$ cat config.mk
export PLATFORM = sky130hd
export DESIGN_NAME = alu_result_serializer
export DESIGN_NICKNAME = d
export VERILOG_FILES = /design/src/rtl/alu_fifo_pkg.sv /design/src/rtl/alu_bit_timer.sv /design/src/rtl/alu_result_serializer.sv
export SDC_FILE = /design/constraint.sdc
export NUM_CORES = 1
export LEC_CHECK = 0
export ABC_AREA = 1
export CORE_MARGIN = 3
export CORE_UTILIZATION = 39
export DETAILED_ROUTE_END_ITERATION = 12
export PLACE_DENSITY = 0.67
export SLEW_MARGIN = 20
export SYNTH_ARGS = -nofsm -noshare
export SYNTH_HDL_FRONTEND = slang
export SYNTH_SLANG_ARGS = --single-unit
$ cat constraint.sdc
create_clock -name clk -period 3.5 [get_ports clk]
set_input_delay 0.35 -clock clk [delete_from_list [all_inputs] [get_ports clk]]
set_output_delay 0.35 -clock clk [all_outputs]
set_load 0.05 [all_outputs]
$ cat src/rtl/alu_fifo_pkg.sv
// Shared sizes, state encoding and helpers for the ALU result serializer.
package alu_fifo_pkg;

  localparam int unsigned RESULT_W         = 9;
  localparam int unsigned FRAME_CNT_W      = 8;
  localparam int unsigned CLKS_PER_BIT_DEF = 4;
  localparam int unsigned BAUD_W           = 8;
  localparam int unsigned BIT_IDX_W        = 4;

  typedef enum logic [2:0] {
    ST_IDLE,
    ST_START,
    ST_DATA,
    ST_PARITY,
    ST_STOP
  } ser_state_t;

  function automatic logic even_parity(input logic [RESULT_W-1:0] w);
    return ^w;
  endfunction

endpackage

$ cat src/rtl/alu_bit_timer.sv
// Baud down-counter: one-cycle bit_done every CLKS_PER_BIT enabled cycles,
// restarted from the full period on load.
module alu_bit_timer
  import alu_fifo_pkg::*;
#(
  parameter int unsigned CLKS_PER_BIT = CLKS_PER_BIT_DEF
) (
  input  logic clk,
  input  logic reset,
  input  logic en,
  input  logic load,
  output logic bit_done
);

  localparam logic [BAUD_W-1:0] RELOAD = BAUD_W'(CLKS_PER_BIT - 1);

  logic [BAUD_W-1:0] cnt_q;

  // bit_done deliberately ignores load so the FSM may use it to decide a reload.
  assign bit_done = en && (cnt_q == '0);

  always_ff @(posedge clk or negedge reset) begin
    if (!reset) begin
      cnt_q <= '0;
    end else if (load || bit_done) begin
      cnt_q <= RELOAD;
    end else if (en) begin
      cnt_q <= cnt_q - BAUD_W'(1);
    end
  end

endmodule

$ cat src/rtl/alu_result_serializer.sv
// One-entry buffered serializer: start bit, 9 data bits LSB first,
// optional even-parity bit, stop bit; each bit held CLKS_PER_BIT cycles.
module alu_result_serializer
  import alu_fifo_pkg::*;
#(
  parameter int unsigned CLKS_PER_BIT = CLKS_PER_BIT_DEF,
  parameter bit          PARITY_EN    = 1'b1
) (
  input  logic                   clk,
  input  logic                   reset,
  input  logic                   in_valid,
  output logic                   in_ready,
  input  logic [RESULT_W-1:0]    in_result,
  output logic                   tx_out,
  output logic                   busy,
  output logic [FRAME_CNT_W-1:0] frame_cnt
);

  localparam logic [BIT_IDX_W-1:0] LAST_BIT = BIT_IDX_W'(RESULT_W - 1);

  ser_state_t           state_q, state_d;
  logic                 hold_valid_q, hold_valid_d;
  logic [RESULT_W-1:0]  hold_q, data_q;
  logic [BIT_IDX_W-1:0] bit_q, bit_d, bit_nxt;
  logic                 tx_d, busy_d;
  logic                 accept, unload, frame_done, bit_done;

  assign accept = in_valid && in_ready;

  // Load and unload are exclusive: unload needs hold_valid, which holds in_ready low.
  always_comb begin
    hold_valid_d = hold_valid_q;
    if (unload) begin
      hold_valid_d = 1'b0;
    end else if (accept) begin
      hold_valid_d = 1'b1;
    end
  end

  always_ff @(posedge clk or negedge reset) begin
    if (!reset) begin
      hold_valid_q <= 1'b0;
      in_ready     <= 1'b1;
      hold_q       <= '0;
    end else begin
      hold_valid_q <= hold_valid_d;
      in_ready     <= !hold_valid_d;
      if (accept) begin
        hold_q <= in_result;
      end
    end
  end

  alu_bit_timer #(
    .CLKS_PER_BIT(CLKS_PER_BIT)
  ) u_bit_timer (
    .clk     (clk),
    .reset   (reset),
    .en      (state_q != ST_IDLE),
    .load    (unload),
    .bit_done(bit_done)
  );

  always_comb begin
    state_d    = state_q;
    bit_d      = bit_q;
    tx_d       = tx_out;
    unload     = 1'b0;
    frame_done = 1'b0;
    bit_nxt    = bit_q + BIT_IDX_W'(1);
    unique case (state_q)
      ST_IDLE: begin
        tx_d = 1'b1;
        if (hold_valid_q) begin
          unload  = 1'b1;
          state_d = ST_START;
          tx_d    = 1'b0;
        end
      end
      ST_START: begin
        if (bit_done) begin
          state_d = ST_DATA;
          bit_d   = '0;
          tx_d    = data_q[0];
        end
      end
      ST_DATA: begin
        if (bit_done) begin
          if (bit_q == LAST_BIT) begin
            if (PARITY_EN) begin
              state_d = ST_PARITY;
              tx_d    = even_parity(data_q);
            end else begin
              state_d = ST_STOP;
              tx_d    = 1'b1;
            end
          end else begin
            bit_d = bit_nxt;
            tx_d  = data_q[bit_nxt];
          end
        end
      end
      ST_PARITY: begin
        if (bit_done) begin
          state_d = ST_STOP;
          tx_d    = 1'b1;
        end
      end
      ST_STOP: begin
        if (bit_done) begin
          frame_done = 1'b1;
          if (hold_valid_q) begin
            unload  = 1'b1;
            state_d = ST_START;
            tx_d    = 1'b0;
          end else begin
            state_d = ST_IDLE;
            tx_d    = 1'b1;
          end
        end
      end
      default: begin
        state_d = ST_IDLE;
        tx_d    = 1'b1;
      end
    endcase
    busy_d = (state_d != ST_IDLE);
  end

  always_ff @(posedge clk or negedge reset) begin
    if (!reset) begin
      state_q   <= ST_IDLE;
      bit_q     <= '0;
      data_q    <= '0;
      tx_out    <= 1'b1;
      busy      <= 1'b0;
      frame_cnt <= '0;
    end else begin
      state_q <= state_d;
      bit_q   <= bit_d;
      tx_out  <= tx_d;
      busy    <= busy_d;
      if (unload) begin
        data_q <= hold_q;
      end
      if (frame_done) begin
        frame_cnt <= frame_cnt + FRAME_CNT_W'(1);
      end
    end
  end

endmodule

==> run metrics <==
Comb pwr share 43.9%; top cells by area, synth dfrtp_1 46%, nand2_1 10%, inv_1 6.2%; WL final 4140 um; CP Class flop to output pin; max-slew violations 0; GRT Overall Usage 13.3%; Worst Tran Pin Value 0.748 ns; Final WS setup 1.53 ns; r2r setup slk 1.63 ns; Clock Tree Root clkbuf_8; Flop pwr share 40.9%; synthesis-to-layout area growth 15.8%; final setup violation count 0; Sw Ratio 42.6%; TritonRoute pass-1 iters 4; initial antenna violation count 0; DRT antenna net count 0; buffer count from post-CTS setup fixing 0; Port Buffer Count 22; final hold violation count 0; register area share after synthesis 48.1%; Worst Path Required 3.15 ns; number of global-route vias before repair 1786; final core utilization 47.9%; pin count of the biggest net entering global routing 46; Period minus WS final 1.97 ns; Setup WS pre-CTS 1.64 ns; Area after DPL 2630 um^2; reg-to-reg endpoint hold_valid_q; CTS buffer count 5; Critical-path top delay cell clkdlybuf4s50_1; period utilization 56.4%; largest area contributor in the netlist dfrtp_1; critical path depth in cells 1; Worst EP arrival 1.62 ns; DRT iter0 DRCs 65; final design area excluding fillers 2720 um^2; Synth top cells by count 64 x nand2_1, 43 x dfrtp_1, 39 x inv_1, 26 x nand3_1, 22 x nor2_1; Async S/R FF share, synth 100%; post_cts resized 0; Worst setup SP type flop; #FFs+latches synth 45; CORE AREA 5680 um^2; post-synthesis cell count 279; Layout Skew 0.00927 ns; Synth warnings 0; most used flip-flop cell after synthesis dfrtp_1; Skew-Pair Late Insertion Delay 0.30 ns; static leakage 1.34 nW; Remaining Overflow, GRT 0; die span in y 83.5 um; WP buf/inv 1; clock-pin transition on the worst setup and hold timing paths 0.09 ns; width of the die 83.5 um; TritonCTS clock tree built; Detailed Place HPWL 3090 um; I/O pin total 23; die area 6980 um^2; vias 1789; Net Sw Power 0.893 mW; initial cell density of the core 41.3%; vias per cell 4.75; post-synth cell types 32; Mapped Nets 295; EDFF count, synth 0; dpl cells 369; crit-path max FO 2; headroom to the max-slew limit 50.1%; worst r2r src u_bit_timer.cnt_q[0]; cts hold-fix bufs 0; Post-Syn Area 2340 um^2; WL/cell 11.0 um; Critical Path Max Stage Delay 0.79 ns; Cell Count, Final, Fillers Out 377; gpl congestion 0.834; setup TNS 0 ns; clock power share 15.3%; worst hold path class primary input to async pin; layout cell share with drive strength beyond 1 9.18%; final net count 320; ant diodes 0; Peak Freq 506 MHz; Remaining DRCs 0; global-route wire length before repair 7840 um; H-tree Lvls 2; Setup crit end in_ready; RSZ-0062 raised after global routing no; most instantiated library cell after synthesis nand2_1; Cell Chain, Critical Path clkdlybuf4s50_1; crit end category output pin; P_int 1.20 mW; Worst Reg-to-Reg Cells 9; clock sinks 45; worst vdd ir 0.000507 V; Max Cap Viol 0; deepest clock path buffer count 2; top cell family by delay on the critical path buffers and inverters; std cell rows 27; run status finished clean; crit path from in_ready; Synth top area share 45.9%; Post-Syn Area per Cell 8.40 um^2; Power Density 771 nW/um^2
power by group through the flow:
stage	registers, mW	logic (mW)	clock network [mW]
4_1_cts	0.857	0.932	0.332
2_1_floorplan	0.886	0.703	0
3_5_place_dp	0.865	0.927	0
3_3_place_gp	0.863	0.894	0
5_1_grt	0.883	1.07	0.353
6_report	0.856	0.919	0.320
cell families (layout without fill, tap and decap cells):
kind of cell,after synthesis,after routing,share of synthesized area (%)
and+or+nand+nor,129,129,25.6
DFF,45,45,48.1
xor gates and xnor gates,19,19,7.10
AOI/OAI and AO/OA,34,34,8.32
buffers and inverters,46,72,7.79
muxes,2,2,0.960
adders and majority gates,4,4,2.13
routing by layer:
layer  share of wire [%]  global-route usage, %  up-vias  wire length (um)
met4                0.92                   4.24        0                38
met5                   0                      0        -                 0
met2                  47                   22.1       14              1930
li1                    -                      -      938                 -
met3                 2.3                   2.47        5                96
met1                  50                   17.6      832              2070
through the flow:
step | power, mW | hold slack [ns]
after global routing | 2.31 | 0.0856
after CTS | 2.12 | 0.234
after floorplan | 1.59 | 0.0544
final | 2.10 | 0.0299
after detailed placement | 1.79 | 0.491
after global placement | 1.76 | 0.486
worst min-delay path by stage:
stage	slack, ns	end	from	cells past startpoint
2_1_floorplan	0.05	bit_q[0]	reset	0
3_3_place_gp	0.49	frame_cnt[4]	frame_cnt[4]	1
3_5_place_dp	0.49	frame_cnt[6]	frame_cnt[6]	1
4_1_cts	0.23	u_bit_timer.cnt_q[3]	reset	1
5_1_grt	0.09	frame_cnt[6]	reset	1
6_report	0.03	u_bit_timer.cnt_q[3]	reset	1
sequential cells by signal, summed over array words and instances (netlist names):
| register | cells |
|---|---|
| bit_q | 4 |
| busy | 1 |
| data_q | 9 |
| frame_cnt | 8 |
| hold_q | 9 |
| hold_valid_q | 1 |
| in_ready | 1 |
| state_q | 3 |
| tx_out | 1 |
| u_bit_timer.cnt_q | 8 |
layout by cell type, fill, tap and decap left out, types with 2 or more instances in the layout:
cell,count
a21oi_1,12
clkbuf_8,5
clkdlybuf4s50_1,21
dfrtp_1,43
dfstp_2,2
ha_1,4
inv_1,39
inv_2,3
mux2_2,2
nand2_1,64
nand2_2,3
nand3_1,26
nand4_1,2
nor2_1,22
nor2_2,2
nor2_4,3
nor3_1,3
o21ai_0,7
o21ai_1,7
o21ai_2,2
o22ai_1,2
xnor2_1,9
xor2_1,10
final cells by class:
type | instances | area, um^2
Clock buffer | 6 | 72.6
Clock inverter | 2 | 16.3
Fill cell | 567 | 2960
Inverter | 42 | 158
Multi-Input combinational cell | 188 | 1030
Sequential cell | 45 | 1130
Tap cell | 72 | 90.1
Timing Repair Buffer | 22 | 218
No activity file was read; power rests on OpenSTA's default activity.
